## config.mk

```make
export PLATFORM = sky130hd
export DESIGN_NAME = arena_filler
export DESIGN_NICKNAME = d
export VERILOG_FILES = /design/src/rtl/arena_pkg.sv /design/src/rtl/lfsr_galois.sv /design/src/rtl/arena_filler.sv
export SDC_FILE = /design/constraint.sdc
export NUM_CORES = 1
export LEC_CHECK = 0
export CAP_MARGIN = 20
export CORE_ASPECT_RATIO = 0.75
export CORE_MARGIN = 1.5
export CORE_UTILIZATION = 30
export CTS_CLUSTER_SIZE = 25
export DETAILED_ROUTE_END_ITERATION = 10
export GPL_TIMING_DRIVEN = 0
export MAX_ROUTING_LAYER = met4
export PLACE_DENSITY = 0.55
export SYNTH_ARGS = -nofsm -noshare
export SYNTH_HDL_FRONTEND = slang
export SYNTH_SLANG_ARGS = --single-unit
```

## constraint.sdc

```tcl
create_clock -name clk -period 2.1 [get_ports clk]
set_clock_uncertainty 0.2 [all_clocks]
set_input_delay 0.42 -clock clk [delete_from_list [all_inputs] [get_ports clk]]
set_output_delay 0.42 -clock clk [all_outputs]
set_load 0.01 [all_outputs]
```

## src/rtl/arena_pkg.sv

```systemverilog
// Shared encodings for the arena filler: fill modes, FSM states and default LFSR taps.
package arena_pkg;

  typedef enum logic [1:0] {
    ModeRandom  = 2'd0,
    ModeClear   = 2'd1,
    ModeFill    = 2'd2,
    ModeChecker = 2'd3
  } arena_mode_e;

  typedef enum logic [1:0] {
    StIdle  = 2'd0,
    StLoad  = 2'd1,
    StShift = 2'd2,
    StWrite = 2'd3
  } arena_state_e;

  // Wide enough for the largest legal LFSR; users truncate to their width.
  localparam logic [63:0] DefaultLfsrTaps = 64'h0000_0000_8020_0003;

endpackage

```

## src/rtl/lfsr_galois.sv

```systemverilog
// Galois LFSR: shifts left, folding the tap mask in whenever the bit shifted out was 1.
module lfsr_galois
  import arena_pkg::*;
#(
  parameter int unsigned           width = 32,
  parameter logic [width-1:0] taps  = width'(DefaultLfsrTaps)
) (
  input  logic             clk,
  input  logic             reset,
  input  logic             load,
  input  logic [width-1:0] value,
  input  logic             advance,
  output logic             msb
);

  logic [width-1:0] state_q, state_d;

  always_comb begin
    state_d = state_q;
    if (load) begin
      state_d = value;
    end else if (advance) begin
      state_d = state_q[width-1] ? ((state_q << 1) ^ taps) : (state_q << 1);
    end
  end

  always_ff @(posedge clk or posedge reset) begin
    if (reset) begin
      state_q <= width'(1);
    end else begin
      state_q <= state_d;
    end
  end

  assign msb = state_q[width-1];

endmodule

```

## src/rtl/arena_filler.sv

```systemverilog
// Fills an arena row by row with a pattern, handing each row to the arena through a
// write/ready handshake.
module arena_filler
  import arena_pkg::*;
#(
  parameter int unsigned           ARENA_WIDTH  = 10,
  parameter int unsigned           ARENA_HEIGHT = 10,
  parameter int unsigned           LFSR_WIDTH   = 32,
  parameter logic [LFSR_WIDTH-1:0] LFSR_TAPS    = LFSR_WIDTH'(DefaultLfsrTaps)
) (
  input  logic                   clk,
  input  logic                   reset,
  input  logic                   start,
  input  logic                   abort,
  input  logic [1:0]             mode,
  input  logic [LFSR_WIDTH-1:0]  seed,
  output logic                   ready,
  output logic                   done,
  output logic [7:0]             arena_row_select,
  output logic [ARENA_WIDTH-1:0] arena_columns_new,
  output logic                   arena_columns_write,
  input  logic                   arena_write_ready
);

  localparam logic [7:0] LastCol = 8'(ARENA_WIDTH - 1);
  localparam logic [7:0] LastRow = 8'(ARENA_HEIGHT - 1);

  arena_state_e           state_q;
  arena_mode_e            mode_q;
  logic [7:0]             row_q, col_q;
  logic [ARENA_WIDTH-1:0] bits_q;
  logic                   done_q;

  logic                  lfsr_load, lfsr_advance, lfsr_msb, shift_bit;
  logic [LFSR_WIDTH-1:0] lfsr_seed;

  assign lfsr_load    = (state_q == StIdle) && start && !abort;
  // An all-zero seed would lock the LFSR up, so substitute 1.
  assign lfsr_seed    = (seed == '0) ? LFSR_WIDTH'(1) : seed;
  assign lfsr_advance = (state_q == StShift) && (mode_q == ModeRandom);

  lfsr_galois #(
    .width (LFSR_WIDTH),
    .taps  (LFSR_TAPS)
  ) u_lfsr (
    .clk     (clk),
    .reset   (reset),
    .load    (lfsr_load),
    .value   (lfsr_seed),
    .advance (lfsr_advance),
    .msb     (lfsr_msb)
  );

  always_comb begin
    shift_bit = 1'b0;
    unique case (mode_q)
      ModeRandom:  shift_bit = lfsr_msb;
      ModeClear:   shift_bit = 1'b0;
      ModeFill:    shift_bit = 1'b1;
      ModeChecker: shift_bit = ~(row_q[0] ^ col_q[0]);
    endcase
  end

  always_ff @(posedge clk or posedge reset) begin
    if (reset) begin
      state_q <= StIdle;
      mode_q  <= ModeRandom;
      row_q   <= '0;
      col_q   <= '0;
      bits_q  <= '0;
      done_q  <= 1'b0;
    end else begin
      done_q <= 1'b0;
      unique case (state_q)
        StIdle: begin
          if (start && !abort) begin
            mode_q  <= arena_mode_e'(mode);
            state_q <= StLoad;
          end
        end
        StLoad: begin
          row_q   <= '0;
          col_q   <= '0;
          bits_q  <= '0;
          state_q <= abort ? StIdle : StShift;
        end
        StShift: begin
          if (abort) begin
            state_q <= StIdle;
          end else begin
            // First bit shifted in travels up to the MSB, which is column 0.
            bits_q <= {bits_q[ARENA_WIDTH-2:0], shift_bit};
            col_q  <= col_q + 8'd1;
            if (col_q == LastCol) begin
              state_q <= StWrite;
            end
          end
        end
        StWrite: begin
          if (abort) begin
            state_q <= StIdle;
          end else if (arena_write_ready) begin
            if (row_q == LastRow) begin
              state_q <= StIdle;
              done_q  <= 1'b1;
            end else begin
              row_q   <= row_q + 8'd1;
              col_q   <= '0;
              state_q <= StShift;
            end
          end
        end
      endcase
    end
  end

  assign ready               = (state_q == StIdle);
  assign done                = done_q;
  assign arena_row_select    = row_q;
  assign arena_columns_new   = bits_q;
  assign arena_columns_write = (state_q == StWrite);

endmodule

```

==> metrics.yaml, run 1 <==
min_path:
  hold_end: "arena_columns_new[9]"
  hp-start: "arena_columns_new[9]"
  hold_path_depth: 2
  hold_class: "reg -> reg"
routing:
  via_per_inst: 4.959
  first_pass_iters: 4
  drtIter0Drc: 149
  vias: 2762
  wl_per_cell_microns: 14.59
  finalWirelength_microns: 8128
  drc: 0
  drtAntennaViolNets: 0
clocking:
  htreeDepth: 3
  numCtsBuffers: 9
  root_buffer: "clkbuf_16"
  ctsLongestPathBuffers: 2
  clkSinkCount: 63
  clk_pin_slew_ns: 0.05
  clock_latency_ns: 0.33
  cts_tree: "yes"
setup_path:
  cp-end-kind: "flip-flop"
  crit_type: "reg -> reg"
  cp-start-kind: "flip-flop"
  path_max_fanout: 6
  r2r_start: "arena_row_select[6]"
  crit_chain: "or4b_4 > or3_4 > nand4_4 > or4_4 > a21oi_2"
  crit_arrival_ns: 2.08
  r2r_cells: 5
  rr_endpoint: "col_q[7]"
  r2r_setup_slack_ns: 0.03
  worstPathRequired_ns: 2.11
  max_stage_delay_ns: 0.56
  slowest_stage: "or4b_4"
global_route:
  antenna_found_initial: 0
  overflow: 0
  grt_pass1_vias: 2622
  grt_max_degree: 35
  grtUsageTotal_pct: 15.78
  grt_pass1_wl_microns: 13450
synthesis:
  syn_nets: 374
  ys_ff_latch: 63
  ys.flop_type: "dfrtp_1"
  async_reset_ff_share_pct: 100.0
  synth_top_area_share_pct: 48.53
  yosysWarnings: 0
  synth-simple-area-share_pct: 18.12
  synth_compound_area_share_pct: 15.34
  avgSynthCellArea_sq_um: 9.658
  synth_edf_count: 0
  synth_top_family_by_area: "simple AND/OR/NAND/NOR gates"
  syn_inst: 331
  yosys.area_share.xor_xnor_pct: 2.740
  synth_fa_ha_area_share_pct: 1.566
  muxShareOfSynthArea_pct: 9.119
  ys_types: 44
  yosys.area.top_type: "dfrtp_1"
  ys_top_cells_by_area: "dfrtp_1, mux2i_1, o21ai_0, nand2_1, a22oi_1"
  synth_area_sq_um: 3197
  synth_seq_area_share_pct: 49.35
die:
  dieArea_sq_um: 11290
  core_sq_um: 10330
  die_h_microns: 92.40
  start_util_pct: 30.95
  rows: 32
  fp.dieW_microns: 122.2
  io_pins: 60
timing:
  maxSlewViolCount: 0
  hold_ws_ns: 0.3410
  relSlewSlack_pct: 53.12
  finalCritPeriodShare_pct: 98.69
  max_freq_ghz: 0.4825
  fin_crit_ns: 2.072
  tightest_slew_ns: 0.7017
  rsz0062_at_grt: "yes"
  setup_violations: 0
  final-hold-violation-count: 0
finish:
  area_growth_pct: 41.96
  n_antenna_cell: 0
  final_common_cell: "dfrtp_1"
  layout-drive-gt1-share_pct: 16.39
  most-common-layout-cells: "dfrtp_1, nand2_1, clkdlybuf4s50_1"
  final_cell_area_sq_um: 4538
  nets: 459
placement:
  gp_congestion: 0.7823
  dpl-instance-area_sq_um: 3990
  io_buffers: 59
  dpl.hpwl_microns: 5837
status:
  status: "finished, final reports clean"
flow_run:
  cap_viol_max_count: 0
power_and_ir_drop:
  leakagePower_nw: 1.811
  p_per_area_nw_per_um2: 843.1
  ir_drop_mv: 0.4040
worst max-delay path, delay by kind of cell, from the launching register on:
kind / cells / cell delay (ns)
AO/OA/AOI/OAI: 1 / 0.04
AND/OR/NAND/NOR: 4 / 1.30
flip-flops: 1 / 0.41
logic make-up after synthesis:
group,count (synthesis)
buf+inv,26
compound gates,82
xor+xnor,10
mux,29
fa+ha+maj,4
simple gates,117
flops,63
metrics by stage:
stage / setup TNS (ns) / utilization (%) / total power [mW] / cells / setup slack [ns]
2_1_floorplan: 0 / - / 1.922 / 331 / 0.03975
3_3_place_gp: -32.19 / 38.43 / 2.153 / 526 / -0.6743
3_5_place_dp: -28.14 / 38.63 / 2.175 / 527 / -0.6839
4_1_cts: 0 / 42.65 / 3.849 / 548 / 0.01249
5_1_grt: -0.08857 / 43.93 / 4.042 / 557 / -0.03132
6_report: 0 / 43.93 / 3.826 / 557 / 0.02750
flip-flops by register name, indices dropped and copies added (netlist names):
register,count
arena_columns_new,10
arena_row_select,8
col_q,8
done,1
mode_q,2
state_q,2
u_lfsr.state_q,32
synth_stat cells, drive strengths merged (2+ instances only):
master and number:
a21oi 7, and3 2, mux2i 28, nor2 18, clkbuf 9, o31ai 2, o21ai 54, inv 8
xnor2 2, nand3 4, buf 9, nand2b 3, nand2 57, nor3 3, xor2 8, ha 4
nor4 11, or3 3, nand4 10, a22oi 11, dfrtp 62
report_power, final:
part / internal, mW / total (mW) / switching (mW)
logic: 0.334 / 0.650 / 0.316
registers: 1.42 / 1.56 / 0.135
clock network: 1.10 / 1.62 / 0.514
worst max path at each step:
stage / startpoint / end / cells after the start
6_report: arena_row_select[6] / col_q[7] / 5
3_3_place_gp: abort / u_lfsr.state_q[0] / 6
2_1_floorplan: arena_row_select[1] / col_q[7] / 7
4_1_cts: arena_row_select[5] / col_q[6] / 5
5_1_grt: arena_row_select[6] / col_q[6] / 5
3_5_place_dp: abort / u_lfsr.state_q[26] / 6
per-layer routing:
| layer | track usage, % | wire (microns) | vias up |
|---|---|---|---|
| met5 | - | 0 | - |
| li1 | - | - | 1364 |
| met1 | 23.02 | 4213 | 1332 |
| met3 | 5.172 | 378 | 8 |
| met4 | 3.876 | 86 | 0 |
| met2 | 20.88 | 3450 | 58 |
area by class of cell:
class / instances / area [sq um]
multi-input cells: 242 / 1575
fillers: 1035 / 5792
plain buffers: 18 / 123.9
clock inverters: 3 / 65.06
inverters: 8 / 33.78
repair buffers: 74 / 726.9
well taps: 136 / 170.2
flip-flops and latches: 63 / 1583
clock buffers: 13 / 260.3
timing repair:
action                                  in CTS  in global routing
pin swaps                                    1                  7
hold buffers                                 0                  0
endpoints found under the setup margin      52                 42
resized for setup                           16                 21
setup buffers                                5                  9
No activity file was read; power rests on OpenSTA's default activity.
==> run 2, diff against run 1 <==
--- a/config.mk
+++ b/config.mk
@@ -11,9 +11,10 @@
 export CORE_UTILIZATION = 30
 export CTS_CLUSTER_SIZE = 25
 export DETAILED_ROUTE_END_ITERATION = 10
+export DONT_BUFFER_PORTS = 1
 export GPL_TIMING_DRIVEN = 0
 export MAX_ROUTING_LAYER = met4
-export PLACE_DENSITY = 0.55
+export PLACE_DENSITY = 0.47
 export SYNTH_ARGS = -nofsm -noshare
 export SYNTH_HDL_FRONTEND = slang
 export SYNTH_SLANG_ARGS = --single-unit
==> run 2 against run 1 <==
  * The flow now finishes with violations (setup timing)
  * Die area unchanged
  * Utilization fell by 6.6 points
  * Sequential share of layout area up 6.1 points
  * Flip-flop and latch count stayed put
  * Wire length is essentially flat
  * Via count decreased by 7.3%
  * Critical endpoint unchanged
  * Clock power is 10% lower
  * First-iteration DRC count decreased by 26%
==> metrics.yaml, run 2 (same netlist as run 1, synthesis figures left out) <==
status:
  status: "complete, but fails checks"
  failed_checks: "setup timing"
global_route:
  grt_max_degree: 38  # +8.6%
  overflow: 0  # unchanged
  grt_pass1_vias: 2424  # -7.6%
  antenna_found_initial: 0  # unchanged
  grt_pass1_wl_microns: 13120  # -2.4%
  grtUsageTotal_pct: 15.76  # -0.029 points
setup_path:
  critical_path.top_delay_family: "simple AND/OR/NAND/NOR gates"
  cp-end-kind: "flip-flop"
  crit_arrival_ns: 2.16  # +0.08 ns
  cp.buffers_inverters: 1  # +1
  cp-start-kind: "flip-flop"
  crit_type: "reg -> reg"
  worstPathRequired_ns: 2.10  # about the same
  slowest_stage: "dfrtp_2"
  crit_chain: "inv_2 > ha_4 > or3b_4 > or3_4 > nand4_4 > or4_4 > a21oi_2"
  path_max_fanout: 6  # unchanged
  max_stage_delay_ns: 0.47  # -0.09 ns
timing:
  finalCritPeriodShare_pct: 102.8  # +4.1 points
  final-hold-violation-count: 0  # unchanged
  max_freq_ghz: 0.4630  # -4.0%
  fin_tns_setup_ns: -0.1710  # -0.1710 ns
  rsz0062_at_grt: "yes"
  worst_slack_ns: -0.05962  # -0.08713 ns
  setup_violations: 4  # +4
  tightest_slew_ns: 0.6773  # -0.02438 ns
  fin_crit_ns: 2.160  # +0.08713 ns
  relSlewSlack_pct: 54.68  # +1.6 points
  maxSlewViolCount: 0  # unchanged
power_and_ir_drop:
  p_total_mw: 3.537  # -7.6%
  p_clk_share_pct: 41.1  # -1.1 points
  leakagePower_nw: 1.499  # -17%
  internal_power_mw: 2.605  # -8.9%
  switching_share_pct: 26.36  # +1.1 points
  ir_drop_mv: 0.4417  # +9.3%
  p_per_area_nw_per_um2: 916.0  # +8.6%
  combPwrFrac_pct: 14.4  # -2.6 points
  switchingPower_mw: 0.9323  # -3.5%
  pwr-share-seq_pct: 44.5  # +3.7 points
clocking:
  htreeDepth: 3  # unchanged
  ctsLongestPathBuffers: 2  # unchanged
  clock_latency_ns: 0.33  # about the same
  root_buffer: "clkbuf_16"
  numCtsBuffers: 9  # unchanged
  clk_pin_slew_ns: 0.05  # about the same
  clkSinkCount: 63  # unchanged
  cts_tree: "yes"
min_path:
  hold_class: "in -> reg"
die:
  io_pins: 60  # unchanged
  core_sq_um: 10330  # unchanged
  die_h_microns: 92.40  # unchanged
  dieArea_sq_um: 11290  # unchanged
  rows: 32  # unchanged
  fp.dieW_microns: 122.2  # unchanged
  start_util_pct: 30.95  # unchanged
finish:
  final_core_util_pct: 37.38  # -6.6 points
  fill_cells: 1040  # +0.48%
  largest_reg_flops: 32  # unchanged
  n_antenna_cell: 0  # unchanged
  area_growth_pct: 20.78
  largest-register: "u_lfsr.state_q"
  layout-drive-gt1-share_pct: 15.60  # -0.79 points
  final_common_cell: "dfrtp_1"
  most-common-layout-cells: "dfrtp_1, nand2_1, o21ai_0"
  seqCellArea_sq_um: 1584  # about the same
  nets: 398  # -13%
  multiInputGateArea_sq_um: 1562  # -0.87%
routing:
  drtIter0Drc: 111  # -26%
  drtAntennaViolNets: 0  # unchanged
  wl_per_cell_microns: 16.42  # +13%
  vias: 2560  # -7.3%
  finalWirelength_microns: 8127  # about the same
  via_per_inst: 5.172  # +4.3%
  first_pass_iters: 4  # unchanged
  drc: 0  # unchanged
placement:
  gp_congestion: 0.7856  # +0.42%
  dpl.hpwl_microns: 5687  # -2.6%
  io_buffers: 0  # -100%
flow_run:
  cap_viol_max_count: 0  # unchanged
run 2: metal layers:
layer  vias up  wire length (microns)  share of wire [%]  GRT usage (%)
met1      1257                   4081                 50          22.80
met3        10                    453                5.6          5.049
met2        59                   3486                 43          20.41
met4         0                    105                1.3          5.329
met5         -                      0                  0              -
li1       1234                      -                  -              -
run 2: worst paths after layout:
path / startpoint / end / slack, ns / cells past startpoint
max: arena_row_select[1] / col_q[7] / -0.06 / 7
min: seed[16] / u_lfsr.state_q[16] / 0.01 / 2
max reg2reg: arena_row_select[1] / col_q[7] / -0.06 / 7
min reg2reg: mode_q[1] / mode_q[1] / 0.34 / 1
max in group asynchronous: reset / arena_row_select[6] / 0.62 / 3
min in group asynchronous: reset / u_lfsr.state_q[10] / 0.46 / 2
run 2: metrics by stage:
stage                     instances  hold WS, ns  setup WS (ns)  instance area [sq um]
final                           495      0.01224       -0.05962                   3861
after global routing            495      0.01162        -0.1201                   3861
after CTS                       489    0.0002593       -0.02178                   3790
after detailed placement        468       0.2154        -0.3783                   3400
after global placement          467       0.3260        -0.3771                   3379
after floorplan                 331       0.3056        0.03975                   3209
run 2: area by class of cell:
type                    count  share of cell area (%)
flip-flops and latches     63                   41.02
clock inverters             1                  0.7777
inverters                   8                  0.8749
repair buffers             13                   2.949
multi-input cells         242                   40.44
plain buffers              18                   2.949
clock buffers              14                   6.578
well taps                 136                   4.407
run 2: power groups by stage:
stage          logic (mW)  clock network (mW)  registers, mW
2_1_floorplan       0.378                   0           1.54
6_report            0.509                1.45           1.57
3_5_place_dp        0.474                   0           1.59
4_1_cts             0.503                1.50           1.57
3_3_place_gp        0.460                   0           1.59
5_1_grt             0.585                1.55           1.60
run 2: repair_timing:
item / CTS / global route
endpoints found under the hold margin: 27 / 0
pin swaps: 3 / 5
setup endpoints to repair: 41 / 30
gates resized for setup: 16 / 9
hold buffers: 3 / 0
buffers inserted: 3 / 6
